<file path="src/rtl/out_serializer_pkg.sv">
// out_ser_pkg: shared definitions for the out_serializer transmitter.
//   state_t   : FSM state encoding (IDLE/START/DATA/STOP)
//   DATA_W    : parallel data width
//   *_LVL     : serial line levels for start, stop and idle
package out_ser_pkg;

  typedef enum logic [1:0] {
    IDLE  = 2'b00,
    START = 2'b01,
    DATA  = 2'b10,
    STOP  = 2'b11
  } state_t;

  localparam int DATA_W = 8;

  localparam logic START_LVL = 1'b0;
  localparam logic STOP_LVL  = 1'b1;
  localparam logic IDLE_LVL  = 1'b1;

endpackage

</file>
<file path="src/rtl/out_serializer_if.sv">
// out_serializer_if: bus-side signals of the output serializer.
//   D_in    : parallel byte from the bus
//   load    : capture strobe (OI)
//   ser_out : serial line, idles high
//   busy    : frame in progress
//   done    : one-cycle pulse when a frame completes
//   ovf     : one-cycle pulse when a load is dropped
// Modports: master drives D_in/load, slave is the serializer.
interface out_serializer_if;
  import out_ser_pkg::*;

  logic [DATA_W-1:0] D_in;
  logic              load;
  logic              ser_out;
  logic              busy;
  logic              done;
  logic              ovf;

  modport master (
    output D_in,
    output load,
    input  ser_out,
    input  busy,
    input  done,
    input  ovf
  );

  modport slave (
    input  D_in,
    input  load,
    output ser_out,
    output busy,
    output done,
    output ovf
  );

endinterface

</file>
<file path="src/rtl/out_bit_timer.sv">
// out_bit_timer: bit-period divider for the serializer.
//   clk     : system clock
//   clear   : asynchronous active-high reset (counter to 0)
//   restart : synchronous restart, holds the counter at 0 and masks tick
//   tick    : high in the last cycle of each CLKS_PER_BIT-cycle bit period
module out_bit_timer #(
  parameter int CLKS_PER_BIT = 4
) (
  input  logic clk,
  input  logic clear,
  input  logic restart,
  output logic tick
);

  localparam logic [7:0] LAST = 8'(CLKS_PER_BIT - 1);

  logic [7:0] cnt_reg;

  // With CLKS_PER_BIT=1 the counter sits at 0 and tick is high every
  // cycle the timer is not held in restart.
  assign tick = (cnt_reg == LAST) && !restart;

  always_ff @(posedge clk or posedge clear) begin
    if (clear) begin
      cnt_reg <= 8'd0;
    end else if (restart || (cnt_reg == LAST)) begin
      cnt_reg <= 8'd0;
    end else begin
      cnt_reg <= cnt_reg + 8'd1;
    end
  end

endmodule

</file>
<file path="src/rtl/out_serializer.sv">
// out_serializer: parallel-in, serial-out transmitter for the output port.
// Frame: start bit (0), 8 data bits LSB-first, STOP_BITS stop bits (1).
//   clk   : system clock, rising edge
//   clear : asynchronous active-high reset
//   bus   : out_serializer_if.slave (D_in, load, ser_out, busy, done, ovf)
// Parameters: CLKS_PER_BIT (1..255), STOP_BITS (1 or 2).
// Optional build macro OUT_HOLD_EN: one-entry holding register so a load
// taken during a frame is sent immediately after it instead of dropped.
module out_serializer
  import out_ser_pkg::*;
#(
  parameter int CLKS_PER_BIT = 4,
  parameter int STOP_BITS    = 1
) (
  input  logic clk,
  input  logic clear,
  out_serializer_if.slave bus
);

  localparam logic [2:0] STOP_LAST = 3'(STOP_BITS - 1);

  state_t            state_reg;
  logic [DATA_W-1:0] shreg_reg;
  logic [2:0]        bit_cnt_reg;
  logic              ser_out_reg;
  logic              busy_reg;
  logic              done_reg;
  logic              ovf_reg;
  logic              tick;

`ifdef OUT_HOLD_EN
  logic [DATA_W-1:0] hold_reg;
  logic              hold_full_reg;
`endif

  // Divider is held at zero while idle so the start bit gets a full period.
  out_bit_timer #(
    .CLKS_PER_BIT(CLKS_PER_BIT)
  ) u_timer (
    .clk     (clk),
    .clear   (clear),
    .restart (state_reg == IDLE),
    .tick    (tick)
  );

  always_ff @(posedge clk or posedge clear) begin
    if (clear) begin
      state_reg   <= IDLE;
      shreg_reg   <= '0;
      bit_cnt_reg <= 3'd0;
      ser_out_reg <= IDLE_LVL;
      busy_reg    <= 1'b0;
      done_reg    <= 1'b0;
      ovf_reg     <= 1'b0;
`ifdef OUT_HOLD_EN
      hold_reg      <= '0;
      hold_full_reg <= 1'b0;
`endif
    end else begin
      done_reg <= 1'b0;
      ovf_reg  <= 1'b0;

      case (state_reg)
        IDLE: begin
`ifdef OUT_HOLD_EN
          // A byte parked in the hold on the final stop edge is sent first;
          // a simultaneous load refills the hold slot being vacated.
          if (hold_full_reg) begin
            shreg_reg     <= hold_reg;
            state_reg     <= START;
            ser_out_reg   <= START_LVL;
            busy_reg      <= 1'b1;
            bit_cnt_reg   <= 3'd0;
            if (bus.load) begin
              hold_reg <= bus.D_in;
            end else begin
              hold_full_reg <= 1'b0;
            end
          end else
`endif
          if (bus.load) begin
            shreg_reg   <= bus.D_in;
            state_reg   <= START;
            ser_out_reg <= START_LVL;
            busy_reg    <= 1'b1;
            bit_cnt_reg <= 3'd0;
          end
        end

        START: begin
          if (tick) begin
            state_reg   <= DATA;
            ser_out_reg <= shreg_reg[0];
          end
        end

        DATA: begin
          if (tick) begin
            shreg_reg   <= shreg_reg >> 1;
            bit_cnt_reg <= bit_cnt_reg + 3'd1;  // 7 -> 0 reuses it for stop bits
            if (bit_cnt_reg == 3'd7) begin
              state_reg   <= STOP;
              ser_out_reg <= STOP_LVL;
            end else begin
              // Registered output: present the bit that becomes shreg[0].
              ser_out_reg <= shreg_reg[1];
            end
          end
        end

        STOP: begin
          if (tick) begin
            if (bit_cnt_reg == STOP_LAST) begin
              done_reg <= 1'b1;
`ifdef OUT_HOLD_EN
              if (hold_full_reg) begin
                shreg_reg     <= hold_reg;
                hold_full_reg <= 1'b0;
                state_reg     <= START;
                ser_out_reg   <= START_LVL;
                bit_cnt_reg   <= 3'd0;
              end else
`endif
              begin
                state_reg   <= IDLE;
                ser_out_reg <= IDLE_LVL;
                busy_reg    <= 1'b0;
              end
            end else begin
              bit_cnt_reg <= bit_cnt_reg + 3'd1;
            end
          end
        end

        default: state_reg <= IDLE;
      endcase

      // Loads arriving mid-frame never disturb the frame in flight.
      if (bus.load && (state_reg != IDLE)) begin
`ifdef OUT_HOLD_EN
        if (hold_full_reg) begin
          ovf_reg <= 1'b1;
        end else begin
          hold_reg      <= bus.D_in;
          hold_full_reg <= 1'b1;
        end
`else
        ovf_reg <= 1'b1;
`endif
      end
    end
  end

  assign bus.ser_out = ser_out_reg;
  assign bus.busy    = busy_reg;
  assign bus.done    = done_reg;
  assign bus.ovf     = ovf_reg;

endmodule

</file>
<file path="src/flat_wrapper.sv">
// flat-port wrapper written by rule: the top's interface ports become plain ports
module out_serializer_flat import out_ser_pkg::*;
#(
  parameter int CLKS_PER_BIT = 4,
  parameter int STOP_BITS    = 1
)
  (clk, clear, bus_D_in, bus_load, bus_ser_out, bus_busy, bus_done, bus_ovf);
  out_serializer_if bus_i ();
  input  logic clk;
  input  logic clear;
  input wire logic [$bits(bus_i.D_in)-1:0] bus_D_in;
  input wire logic [$bits(bus_i.load)-1:0] bus_load;
  output wire logic [$bits(bus_i.ser_out)-1:0] bus_ser_out;
  output wire logic [$bits(bus_i.busy)-1:0] bus_busy;
  output wire logic [$bits(bus_i.done)-1:0] bus_done;
  output wire logic [$bits(bus_i.ovf)-1:0] bus_ovf;
  assign bus_i.D_in = bus_D_in;
  assign bus_i.load = bus_load;
  assign bus_ser_out = bus_i.ser_out;
  assign bus_busy = bus_i.busy;
  assign bus_done = bus_i.done;
  assign bus_ovf = bus_i.ovf;
  out_serializer #(.CLKS_PER_BIT(CLKS_PER_BIT), .STOP_BITS(STOP_BITS)) u_core (.clk(clk), .clear(clear), .bus(bus_i));
endmodule
</file>
<file path="config.mk">
export PLATFORM = sky130hd
export DESIGN_NAME = out_serializer_flat
export DESIGN_NICKNAME = d
export VERILOG_FILES = /design/src/rtl/out_serializer_pkg.sv /design/src/rtl/out_serializer_if.sv /design/src/rtl/out_bit_timer.sv /design/src/rtl/out_serializer.sv /design/src/flat_wrapper.sv
export SDC_FILE = /design/constraint.sdc
export NUM_CORES = 1
export LEC_CHECK = 0
export BUFFER_PORTS_ARGS = -buffer_cell sky130_fd_sc_hd__buf_2
export CORE_ASPECT_RATIO = 1.75
export CORE_MARGIN = 2
export CORE_UTILIZATION = 50
export CTS_CLUSTER_SIZE = 10
export DETAILED_ROUTE_END_ITERATION = 8
export GPL_TIMING_DRIVEN = 0
export HOLD_SLACK_MARGIN = 0.05
export PLACE_DENSITY = 0.7
export SLEW_MARGIN = 20
export SYNTH_ARGS = -nofsm -noshare
export SYNTH_HDL_FRONTEND = slang
export SYNTH_SLANG_ARGS = --single-unit
</file>
<file path="constraint.sdc">
create_clock -name clk -period 3 [get_ports clk]
set_clock_uncertainty 0.2 [all_clocks]
set_input_delay 0.3 -clock clk [delete_from_list [all_inputs] [get_ports clk]]
set_output_delay 0.3 -clock clk [all_outputs]
set_load 0.005 [all_outputs]
</file>
==> flow_summary_export.csv <==
group,metric,value,unit
place,dp.cells,176,
worst_hold_path,holdCritPathClass,"in2async",
die,core,0.00266,mm²
cts,cts.path.max_buffers,2,
setup_path,end_kind,"flip-flop",
layout,diodes,0,
yosys,ys_warn_count,0,
layout,layout-drive-gt1-share,19.6,%
yosys,syn_area,0.00137,mm²
power,cellPowerDensity,976,mW/mm²
cts,cts_hold_buf,0,
yosys,ys_seq_area_share,45.8,%
layout,final_cells,180,
routing,drt_iter0_drc,33,
global_routing,grt_max_degree,26,
die,io_pins,15,
timing,final.min_clock_period,2.43,ns
cts,cts_setup_buffers,0,
die,row_count,25,
routing,wire_per_inst,15.0,µm
die,floorplan.initialDensity,51.4,%
global_routing,grt_pass1_vias,1140,
routing,drc,0,
global_routing,grt_first_pass_wirelength,4.85,mm
timing,fin_crit_sh,80.8,%
die,dieArea,0.00319,mm²
setup_path,cpLargestDelayFamily,"simple AND/OR/NAND/NOR gates",
setup_path,critPathRequiredTime,2.96,ns
timing,worstMarginPinSlew,0.954,ns
setup_path,critPathKind,"reg2reg",
setup_path,crit_fanout,9,
routing,ant_nets,0,
cts,clk_pin_slew,0.09,ns
layout,syn2layout_area_growth,10.9,%
die,die_h,73.2,µm
place,port_buffers,14,
routing,avgViaCountPerCell,5.77,
timing,whs,0.0298,ns
cts,htreeDepth,1,
setup_path,path_cells,"inv_1, ha_1, or4_1, clkbuf_1, nor2_4, o221ai_2, mux2_4",
yosys,synth_nets,154,
routing,first_pass_iters,4,
routing,num_vias,1039,
routing,routed_wl,2.70,mm
global_routing,antenna_found_initial,0,
cts,cts_tree,"done",
global_routing,gr-total-overflow,0,
timing,hold_viol,0,
die,fp.dieW,43.5,µm
yosys,yosysUniqueCellTypes,41,
setup_path,cpPeakStageDelay,0.52,ns
timing,max_clock_freq,412,MHz
yosys,synth_top_area_share,43.9,%
yosys,yosysTopAreaCell,"dfrtp_1",
yosys,ys_top_cells_by_area,"dfrtp_1, ha_1, mux2i_1",
layout,final_common_cell,"dfrtp_1",
cts,cts_inserted_buffers,3,
place,dp_hpwl,2.03,mm
yosys,syn_inst,135,
timing,max-slew-margin-rel,36.3,%
cts,clk_latency,0.27,ns
setup_path,start_kind,"flip-flop",
setup_path,cp_num_buf_inv,2,
yosys,synth_seq_cells,25,
timing,maxSlewViolCount,0,
timing,rsz0062_at_grt,"no",
global_routing,gr-usage-all-layers,20.1,%
yosys,syn_area_per_cell,10.1,µm²
layout,final_util,57.0,%
setup_path,slowest_stage,"or4_1",
layout,nets,173,
timing,setup_tns,0,ns
power,p_leak,0.000744,µW
cts,cts_resized,0,
power,vdd_drop_max,0.536,mV
timing,finalSetupViolCount,0,
layout,layout_common_cells,"dfrtp_1, buf_2, nand2_1, nor2_1, inv_1",
cts,cts_sinks,25,
place,gp_congestion,0.897,
flow_run,cap_violations,0,
cts,cts_root_buffer,"clkbuf_8",
timing,setup_slack,0.575,ns
place,pre_cts_slack,0.579,ns
run_status,status,"finished clean",
setup_path,worstPathArrival,2.39,ns
==> layer usage <==
layer	wire length (µm)	GRT usage [%]	vias to the layer above
li1	-	-	507
met1	1130	23.2	486
met2	1380	35.3	37
met3	94	2.23	9
met4	89	10.8	0
met5	0	0	-
==> synthesized netlist by cell type, drive strengths merged <==
library cell and n:
and3 2, o21a 1, o31a 2, buf 4, mux2 2, nor4 2, a41o 1, or4b 1
dfstp 1, o221ai 1, xnor2 1, nand2 11, inv 9, o211ai 1, nand4 2, a211oi 2
o2bb2ai 1, nand2b 1, dfrtp 24, or3b 1, o21ai 12, or4 1, ha 8, xor2 5
o211a 1, nand3b 2, clkbuf 2, nand3 5, a21oi 4, nor2b 1, or2 2, nor2 12
mux2i 8, o2111ai 1, nor3 1
==> kinds of logic (layout without fill, tap and decap cells) <==
kind of cell / Yosys count / count (layout) / synth area share [%]
muxes: 10 / 10 / 7.78
xor gates and xnor gates: 6 / 6 / 3.84
and+or+nand+nor: 44 / 44 / 16.7
buffers and inverters: 15 / 33 / 4.85
DFF: 25 / 25 / 45.8
AOI/OAI and AO/OA: 27 / 27 / 13.7
adders and majority gates: 8 / 8 / 7.32
==> worst paths after layout <==
check	slack, ns	endpoint	startpoint	cells after the start
setup / recovery	0.57	u_core.state_reg[1]	u_core.state_reg[0]	7
min in group clk	0.06	u_core.shreg_reg[7]	bus_D_in[7]	3
setup reg to reg	0.57	u_core.state_reg[1]	u_core.state_reg[0]	7
hold / removal	0.03	u_core.shreg_reg[7]	clear	2
max in group asynchronous	1.99	u_core.bus.done	clear	2
hold reg to reg	0.30	u_core.shreg_reg[4]	u_core.shreg_reg[4]	2
==> where the power goes <==
part / switching [µW] / internal [µW] / total, µW
sequential: 83.5 / 458 / 541
clock: 107 / 95.2 / 203
combinational: 417 / 319 / 736
total: 608 / 872 / 1480
==> per-stage QoR <==
step                power [µW]  area, µm²
finish                    1480       1520
detailed placement        1290       1470
floorplan                 1110       1370
CTS                       1490       1520
global placement          1240       1470
global route              1610       1520
==> area by class of cell <==
type | instances | area, µm²
plain buffers | 6 | 32.5
clock buffers | 4 | 45.0
fillers | 239 | 1140
inverters | 9 | 33.8
multi-input cells | 95 | 674
flip-flops and latches | 25 | 627
well taps | 27 | 33.8
repair buffers | 14 | 70.1
Note: power is estimated with default switching activity, not from simulation.
